<file path="src/rtl/chan_overflow_accum.sv">
// chan_overflow_accum: multi-channel unsigned accumulator with sticky overflow, wrap/saturate and a handshaked flush
//   clk, rst_n (async, active low)
//   sat_en, in_valid, in_ch, in_data / in_ready : channel-tagged addend stream
//   flush_req                                   : start draining every channel
//   out_valid, out_ch, out_data, out_ovf / out_ready : one flush word per channel, ascending
//   ovf_pulse, drop_pulse                       : one-cycle flags for the previous accepted beat
module chan_overflow_accum #(
   parameter int WIDTH = 4,
   parameter int CHANNELS = 2,
   localparam int CH_W = (CHANNELS > 2) ? $clog2(CHANNELS) : 1
) (
   input  logic            clk,
   input  logic            rst_n,
   input  logic            sat_en,
   input  logic            in_valid,
   output logic            in_ready,
   input  logic [CH_W-1:0] in_ch,
   input  logic [WIDTH-1:0] in_data,
   input  logic            flush_req,
   output logic            out_valid,
   input  logic            out_ready,
   output logic [CH_W-1:0] out_ch,
   output logic [WIDTH-1:0] out_data,
   output logic            out_ovf,
   output logic            ovf_pulse,
   output logic            drop_pulse
);
   localparam logic [0:0] RUN = 1'b0;
   localparam logic [0:0] FLUSH = 1'b1;
   logic [0:0]          state;
   logic [CH_W-1:0]     cnt;
   logic [WIDTH-1:0]    acc [CHANNELS];
   logic [CHANNELS-1:0] ovf;
   logic                in_range, carry, last, flushing;
   logic [CH_W-1:0]     idx;
   logic [WIDTH:0]      sum;
   logic [WIDTH-1:0]    nxt;
   assign flushing = state == FLUSH;
   assign in_ready = !flushing;
   assign out_valid = flushing;
   assign out_ch = cnt;
   assign out_data = flushing ? acc[cnt] : '0;
   assign out_ovf = flushing & ovf[cnt];
   // Tags beyond CHANNELS exist only for non-power-of-2 counts; idx keeps the array read in bounds.
   assign in_range = int'(in_ch) < CHANNELS;
   assign idx = in_range ? in_ch : '0;
   assign sum = {1'b0, acc[idx]} + {1'b0, in_data};
   assign carry = sum[WIDTH];
   assign nxt = (sat_en && carry) ? '1 : sum[WIDTH-1:0];
   assign last = cnt == CH_W'(CHANNELS - 1);
   always_ff @(posedge clk or negedge rst_n) begin
      if (!rst_n) begin
         state <= RUN;
         cnt <= '0;
         acc <= '{default: '0};
         ovf <= '0;
         ovf_pulse <= 1'b0;
         drop_pulse <= 1'b0;
      end else begin
         ovf_pulse <= 1'b0;
         drop_pulse <= 1'b0;
         case (state)
            RUN: begin
               if (in_valid) begin
                  if (in_range) begin
                     acc[idx] <= nxt;
                     if (carry) begin
                        ovf[idx] <= 1'b1;
                        ovf_pulse <= 1'b1;
                     end
                  end else begin
                     drop_pulse <= 1'b1;
                  end
               end
               if (flush_req) begin
                  state <= FLUSH;
                  cnt <= '0;
               end
            end
            FLUSH: begin
               if (out_ready) begin
                  acc[cnt] <= '0;
                  ovf[cnt] <= 1'b0;
                  cnt <= last ? '0 : cnt + CH_W'(1);
                  if (last) state <= RUN;
               end
            end
            default: begin
               state <= RUN;
               cnt <= '0;
            end
         endcase
      end
   end
endmodule

</file>
<file path="config.mk">
export PLATFORM = sky130hd
export DESIGN_NAME = chan_overflow_accum
export DESIGN_NICKNAME = d
export VERILOG_FILES = /design/src/rtl/chan_overflow_accum.sv
export SDC_FILE = /design/constraint.sdc
export NUM_CORES = 1
export LEC_CHECK = 0
export ABC_CLOCK_PERIOD_IN_PS = 1700
export CELL_PAD_IN_SITES_DETAIL_PLACEMENT = 1
export CELL_PAD_IN_SITES_GLOBAL_PLACEMENT = 1
export CORE_ASPECT_RATIO = 1.4
export CORE_MARGIN = 8
export CORE_UTILIZATION = 30
export CTS_BUF_LIST = sky130_fd_sc_hd__clkbuf_2
export CTS_CLUSTER_DIAMETER = 120
export DETAILED_ROUTE_END_ITERATION = 10
export PLACE_DENSITY_LB_ADDON = 0.1
export SLEW_MARGIN = 20
export SYNTH_ARGS = -nofsm -noshare
export SYNTH_HDL_FRONTEND = slang
export SYNTH_SLANG_ARGS = --single-unit
</file>
<file path="constraint.sdc">
create_clock -name clk -period 1.7 [get_ports clk]
set_input_delay 0.34 -clock clk [delete_from_list [all_inputs] [get_ports clk]]
set_output_delay 0.34 -clock clk [all_outputs]
set_load 0.005 [all_outputs]
</file>
Word level (Yosys, flattened, before mapping) --
Index checks and enable logic that the tools add are counted.
Word-level totals: register bits after elaboration 13, output and inout bits 10, input bits 11, logic and storage cells 75
Cells by class: equal/unequal tests 4, reduce and logical (&&, ||, !) cells 9, add/sub/neg operators 2, bitwise gates (word level) 9, $lt $le $gt $ge 8, mux-type cells 37
Operator list (number):
- 4-bit two-way mux | 10
- 8-bit two-way mux | 2
- 8-bit one-hot mux with 2 select lines | 1
- 1-bit two-way mux | 13
- 8-bit AND | 1
- 8-bit bitwise mux | 1
- 4-bit demux with 1-bit select | 2
- 2-bit inequality test (second input constant) | 4
- 8-bit NOT | 1
- 2-bit two-way mux | 3
- 4-bit by 4-bit adder with 5-bit output | 1
- 1-bit logical AND | 5
- 2-bit greater-or-equal comparator (second input constant) | 2
- 1-bit by 2-bit less-than comparator with 1-bit output (second input constant) | 2
- 2-bit by 1-bit less-than comparator with 1-bit output (second input constant) | 2
- 1-bit NOT with 2-bit output | 2
- 1-bit one-hot mux with 2 select lines | 2
- 2-bit one-hot mux with 2 select lines | 1
- 2-bit AND reduction | 2
- 3-bit AND reduction | 1
- 2-bit AND | 1
- 1-bit demux with 1-bit select | 2
- 1-bit greater-or-equal comparator (second input constant) | 2
- 2-bit NOT | 1
- other kinds (5) | 5

Logic depth before layout (Yosys ltp) --
Gate-level depths: netlist (run 1).
word-level depth 10, gate-level depth with buffers 9, mapped depth without buffers 8

Worst setup path before layout (run 1) --
Ideal clock, no wire load.
path type input-to-reg, start point in in_ch, end point reg acc[7] in the netlist's numbering, slack -0.408 ns, stages 7, required time 1.575 ns, buffers on the path 1, data arrival time 1.983 ns, cells stage by stage clkbuf_1 -> mux2_2 -> ha_1 -> and3_4 -> or3_1 -> a21oi_2 -> o21ai_1
On the way: cells in the longest elaborated chain, start to end 10, elaborated cells on any way between the ends 15, classes of those cells add/sub: 1; order compare: 2; mux: 9; bitwise: 1; reduce/logical: 2
RTL lines:
- start, declared | RTL line 17 | input logic [CH_W-1:0] in_ch,
- 1-bit NOT with 2-bit output (not written as such) * | RTL line 47, 66
- 4-bit two-way mux (not written as such) (3 in a row) | RTL line 47 | assign sum = {1'b0, acc[idx]} + {1'b0, in_data};
- 4-bit by 4-bit adder with 5-bit output | RTL line 47
- 1-bit logical AND | RTL line 49 | assign nxt = (sat_en && carry) ? '1 : sum[WIDTH-1:0];
- 4-bit two-way mux | RTL line 49
- 8-bit bitwise mux * | RTL line 66 | acc[idx] <= nxt;
- 8-bit two-way mux * | RTL line 64 | if (in_valid) begin
- 8-bit one-hot mux with 2 select lines * | RTL line 62 | case (state)
- end signal, assigned by index | RTL line 66
- end, declared | RTL line 32 | logic [WIDTH-1:0] acc [CHANNELS];
Every way passes the cells marked *; elsewhere a longest branch is shown, timed or not. The select of a mux whose other input is x is not followed. A chain may end at the register's enable or synchronous reset.

Final worst setup path (run 1) --
start point reg acc[6] in the netlist's numbering, end point reg acc[7] in the netlist's numbering
On the way: cells in the longest elaborated chain, start to end 9
RTL lines (RTL line):
- 4-bit two-way mux (not written as such) * (3 in a row) | 47
- 4-bit by 4-bit adder with 5-bit output * | 47
- 1-bit logical AND | 49
- 4-bit two-way mux * | 49
- 8-bit bitwise mux * | 66
- 8-bit two-way mux * | 64
- 8-bit one-hot mux with 2 select lines * | 62
Marked as above.

==> results of run 1 <==
-- synth_stat cells (2+ instances only) --
| cell | instances | area, sq um |
|---|---|---|
| nor2_1 | 9 | 33.78 |
| ha_1 | 4 | 50.05 |
| mux2i_1 | 6 | 60.06 |
| inv_1 | 5 | 18.77 |
| nand3_1 | 7 | 35.03 |
| nor2b_1 | 2 | 12.51 |
| mux2_2 | 3 | 33.78 |
| nand2_1 | 3 | 11.26 |
| o21ai_1 | 2 | 10.01 |
| dfrtp_1 | 13 | 325.3 |
| nand2b_1 | 3 | 18.77 |
| and2_1 | 2 | 12.51 |
| a21oi_1 | 6 | 30.03 |
| a31oi_1 | 3 | 18.77 |
| o21ai_0 | 5 | 25.02 |
-- what timing repair did --
| action | CTS | global route |
|---|---|---|
| endpoints found under the setup margin | 18 | 17 |
| resized for setup | 20 | 16 |
| hold endpoints to repair | 0 | 0 |
| buffers inserted | 6 | 5 |
| pin swaps | 11 | 2 |
-- report_power, final --
part	leakage, nW	internal [mW]	switching [mW]	total (mW)
Combinational	0.452	0.773	0.582	1.35
Sequential	0.169	0.425	0.101	0.526
Clock	0.0164	0.0532	0.117	0.170
Total	0.638	1.25	0.799	2.05
-- flip-flops by register name, summed over array words and instances, names as in the netlist --
register and flops:
out_ch 1, ovf 2, acc 8, ovf_pulse 1, out_valid 1
-- kinds of logic (layout without fill, tap and decap cells) --
| kind of cell | Yosys count | count (layout) |
|---|---|---|
| DFF | 13 | 13 |
| muxes | 9 | 9 |
| adders and majority gates | 5 | 5 |
| buffers and inverters | 9 | 55 |
| AOI/OAI and AO/OA | 21 | 21 |
| and+or+nand+nor | 29 | 29 |
| other | 1 | 1 |
| xor gates and xnor gates | 1 | 1 |
-- per-layer routing --
layer	GRT usage, %	wire, um	share of wire, %	vias up
met4	7.194	57	2.3	0
met3	1.485	87	3.4	4
met5	0	0	0	-
met1	11.16	1018	40	396
met2	21.78	1365	54	21
li1	-	-	-	394
-- cell usage in the layout, fill, tap and decap left out, types with 2 or more instances in the layout --
master	instances
mux2_4	2
inv_1	4
a21oi_2	4
buf_4	23
a31oi_1	3
a21oi_1	2
nand2_1	2
o21ai_1	6
dlygate4sd2_1	2
nor2_2	2
ha_1	2
mux2i_1	5
dfrtp_1	12
clkdlybuf4s50_1	10
clkbuf_2	7
nor2b_1	2
and2_1	2
nand2b_1	2
ha_4	2
nand3_1	7
nor2_1	7
buf_6	3
-- how the worst max path moves through the flow --
stage | startpoint | to | slack, ns
2_1_floorplan | in_ch | acc[4] | -0.18
3_3_place_gp | in_ch | acc[5] | -0.89
3_5_place_dp | in_ch | acc[1] | -0.94
4_1_cts | acc[6] | acc[7] | -0.13
5_1_grt | acc[6] | acc[3] | -0.18
6_report | acc[6] | acc[7] | -0.11
-- worst register-to-register path: stages, from the launching register on --
cell and delay [ns]:
dfrtp_1 0.41, mux2_4 0.29, ha_4 0.23, a21o_1 0.17
or3_4 0.36, a21oi_2 0.17, o21ai_1 0.08
-- cell type report --
type	count	area share [%]
clock inverters	1	0.3766
well taps	36	3.390
inverters	6	1.883
repair buffers	45	27.97
clock buffers	3	1.130
flip-flops and latches	13	24.58
multi-input cells	66	40.68
==> impl_metrics.tcl, run 1 <==
set metrics [dict create \
    drtIter0Drc 20 \
    worstHoldPathType "primary input to asynchronous set/reset pin" \
    ys_seq_area_share_pct 39.88 \
    grt_usage_pct 11.60 \
    utilization_pct 50.81 \
    synth_area_sq_um 815.8 \
    crit_required_ns 1.89 \
    antenna_found_initial 0 \
    syn_area_per_cell_sq_um 9.270 \
    clk_pin_slew_ns 0.14 \
    design_area_sq_um 1329 \
    synth_edf_count 0 \
    min_period_ns 1.806 \
    insertedDiodeCount 0 \
    reg2reg_slack_ns -0.11 \
    avgRoutedWirePerCell_um 14.87 \
    holdWs_ns 0.3374 \
    area_growth_pct 62.88 \
    cp_num_buf_inv 0 \
    critPathMaxFanout 4 \
    clkLatencyLatePin_ns 0.29 \
    ctsHtreeMaxLevel 1 \
    grt_pass1_vias 881 \
    fin_cells 170 \
    grt_overflow 0 \
    ff2ff_path_depth 6 \
    yosys-mux-area-fraction_pct 11.50 \
    crit_path_cell_trace "mux2_4 -> ha_4 -> a21o_1 -> or3_4 -> a21oi_2 -> o21ai_1" \
    violations "negative setup slack" \
    crit_path_end_kind "flip-flop" \
    vias_per_cell 4.794 \
    ant_nets 0 \
    dp_slack_ns -0.9432 \
    cts.sink_count 13 \
    synth_xor_xnor_area_share_pct 1.074 \
    vias 815 \
    drive_gt1_share_pct 42.54 \
    outcome "finished, violations left" \
    grt_max_degree 14 \
    r2r-end "acc[7]" \
    dp_hpwl_um 1973 \
    finalHoldViolations 0 \
    yosysUniqueCellTypes 30 \
    synth_top_family_by_area "simple AND/OR/NAND/NOR gates" \
    start_util_pct 31.20 \
    finalSetupViolCount 9 \
    ir_drop_mv 0.6355 \
    fp.dieW_um 60.07 \
    clock_skew_ns 0.001399 \
    clock.fmax_mhz 553.7 \
    fillers 321 \
    postSynthCellCount 88 \
    wirelength_um 2528 \
    multi_input_area_sq_um 540.5 \
    yosys.area_share.simple_pct 18.25 \
    die_y_um 77.70 \
    critPathKind "flip-flop to flip-flop" \
    syn_nets 104 \
    final.setup.worst_slack_ns -0.1059 \
    io_buffers 19 \
    synth_fa_ha_area_share_pct 8.589 \
    final_nets 151 \
    synthFlopType "dfrtp_1" \
    slowest_stage "dfrtp_1" \
    grt_pass1_wl_um 4091 \
    cts_max_path_buffers 2 \
    timing.final.crit_share_pct 106.2 \
    root_buffer "clkbuf_2" \
    firstDrtPassIters 4 \
    async_flop_share_pct 100.0 \
    cts_tree "built" \
    top_level_ports 21 \
    seqCellArea_sq_um 326.6 \
    synth_seq_cells 13 \
    max-cap-violations 0 \
    core-area_sq_um 2615 \
    yosysWarnings 0 \
    rows 22 \
    critPathArrivalTime_ns 1.99 \
    cts_made_buffers 3 \
    cp_top_family "compound AO/OA/AOI/OAI gates" \
    fin_tns_setup_ns -0.4331 \
    start_kind "flip-flop" \
    power.density_nw_per_um2 1543 \
    routabilityCongestion 0.6992 \
    dp_cells 155 \
    rsz0062_at_grt "true" \
    cpPeakStageDelay_ns 0.41 \
    worst-path-stages 6 \
    synth_compound_area_share_pct 15.49 \
    fp.dieArea_sq_um 4667 \
    p_leak_nw 0.6378 \
    r2r_start "acc[6]" \
    cts-hold-fix-buffers 0 \
    placed_cell_area_sq_um 1205 \
    drv_slew 0 \
    p_total_mw 2.051 \
    route.detailed.drc 0 \
]
No activity file was read; power rests on OpenSTA's default activity.
==> run 2: changes to the inputs <==
--- a/config.mk
+++ b/config.mk
@@ -8,7 +8,7 @@
 export ABC_CLOCK_PERIOD_IN_PS = 1700
 export CELL_PAD_IN_SITES_DETAIL_PLACEMENT = 1
 export CELL_PAD_IN_SITES_GLOBAL_PLACEMENT = 1
-export CORE_ASPECT_RATIO = 1.4
+export CORE_ASPECT_RATIO = 0.7
 export CORE_MARGIN = 8
 export CORE_UTILIZATION = 30
 export CTS_BUF_LIST = sky130_fd_sc_hd__clkbuf_2
==> run 2 against run 1 <==
Compared with the run above: the flow still finishes with violations (negative setup slack); sequential share of layout area down 1.1 points; wire length up 0.59%; clock power down 5%; worst setup slack worse by 0.030 ns; design area up 4.5%; die area about the same.
==> impl_metrics.tcl, run 2 (same netlist as run 1, synthesis figures left out) <==
set metrics [dict create \
    outcome "finished, violations left" \
    violations "negative setup slack" \
    cts_tree "built" \
    critPathMaxFanout 6 \
    routabilityCongestion 0.7729 \
    die_y_um 59.63 \
    cts_made_buffers 3 \
    dp_hpwl_um 1953 \
    ant_nets 0 \
    insertedDiodeCount 0 \
    ir_drop_mv 0.5711 \
    final_cell_mix "buf_4, dfrtp_1, clkdlybuf4s50_1" \
    drtIter0Drc 18 \
    drive_gt1_share_pct 44.68 \
    start_util_pct 32.44 \
    timing.final.crit_share_pct 108.0 \
    core-area_sq_um 2515 \
    largest_register "acc" \
    rows 15 \
    worstHoldPathType "primary input to asynchronous set/reset pin" \
    critPathArrivalTime_ns 2.01 \
    max-cap-violations 0 \
    grt_usage_pct 11.17 \
    largest_reg_flops 8 \
    vias 815 \
    route.detailed.drc 0 \
    area_growth_pct 70.25 \
    crit_path_end_kind "flip-flop" \
    placed_cell_area_sq_um 1202 \
    p_total_mw 2.120 \
    root_buffer "clkbuf_2" \
    start_kind "primary input" \
    drv_slew 0 \
    clk_pin_slew_ns 0.12 \
    layout_commonest_cell "buf_4" \
    clock_skew_ns 0.002181 \
    p_leak_nw 0.6945 \
    io_buffers 19 \
    cts.sink_count 13 \
    final_nets 158 \
    antenna_found_initial 0 \
    vias_per_cell 4.657 \
    grt_max_degree 14 \
    finalSetupViolCount 9 \
    ctsHtreeMaxLevel 1 \
    reg_top3 "acc (8), ovf (2)" \
    clkLatencyLatePin_ns 0.27 \
    finalHoldViolations 0 \
    grt_overflow 0 \
    fin_cells 175 \
    final.setup.worst_slack_ns -0.1356 \
    avgRoutedWirePerCell_um 14.53 \
    clock.fmax_mhz 544.8 \
    wirelength_um 2543 \
    rsz0062_at_grt "true" \
    fp.dieArea_sq_um 4671 \
    crit_required_ns 1.87 \
    min_period_ns 1.836 \
    grt_pass1_wl_um 4098 \
    cts_max_path_buffers 2 \
    design_area_sq_um 1389 \
    grt_pass1_vias 842 \
    top_level_ports 21 \
    critPathKind "primary input to flip-flop" \
    firstDrtPassIters 4 \
    dp_cells 153 \
    fp.dieW_um 78.33 \
    power.density_nw_per_um2 1527 \
]
## run 2: per-layer routing
metal  global-route usage [%]  vias to the layer above  part of all wire (%)
met3                    4.242                        5                   4.8
li1                         -                      409                     -
met4                    3.150                        0                   1.4
met2                    18.94                       15                    48
met5                        0                        -                     0
met1                    12.86                      386                    46
## run 2: timing repair
action | CTS | global route
buffers inserted | 8 | 10
hold buffers | 0 | 0
cloned | 0 | 0
setup endpoints to repair | 18 | 19
pin swaps | 8 | 14
gates resized for setup | 21 | 14
## run 2: path summary, 6_finish.rpt
check	start	endpoint	slack [ns]	cells after the start
worst max register to register	acc[0]	acc[0]	-0.10	8
worst max-delay path	in_ch	acc[3]	-0.14	9
min in group clk	ovf[0]	ovf[0]	0.54	2
worst min register to register	ovf[0]	ovf[0]	0.54	2
max in group asynchronous	rst_n	out_ch	1.17	2
worst min-delay path	rst_n	acc[2]	0.35	2
## run 2: power by group
| part | internal [mW] | switching (mW) | total (mW) |
|---|---|---|---|
| Combinational | 0.834 | 0.605 | 1.44 |
| Sequential | 0.425 | 0.0945 | 0.519 |
| Clock | 0.0624 | 0.0988 | 0.161 |
## run 2: worst max-delay path: stages
cell     delay (ns)
buf_2          0.10
buf_6          0.12
buf_12         0.13
mux2_4         0.30
ha_4           0.22
a21o_1         0.19
or3_4          0.36
a21oi_2        0.16
o21ai_1        0.08
## run 2: through the flow
stage	hold slack, ns	setup WS [ns]	util [%]	setup TNS (ns)
after floorplan	0.04441	-0.1769	-	-1.423
after global placement	0.5021	-0.7890	47.81	-7.983
after detailed placement	0.5225	-0.8118	47.81	-8.313
after CTS	0.3424	-0.2040	52.29	-1.421
after global routing	0.3402	-0.2301	55.22	-1.716
final	0.3533	-0.1356	55.22	-1.015
## run 2: final cells by class
type | instances | area, sq um
fill | 297 | 1126
multi-input combinational | 66 | 535.5
timing repair buffer | 52 | 439.2
sequential | 13 | 326.6
tap | 34 | 42.54
inverter | 6 | 25.02
clock buffer | 4 | 20.02
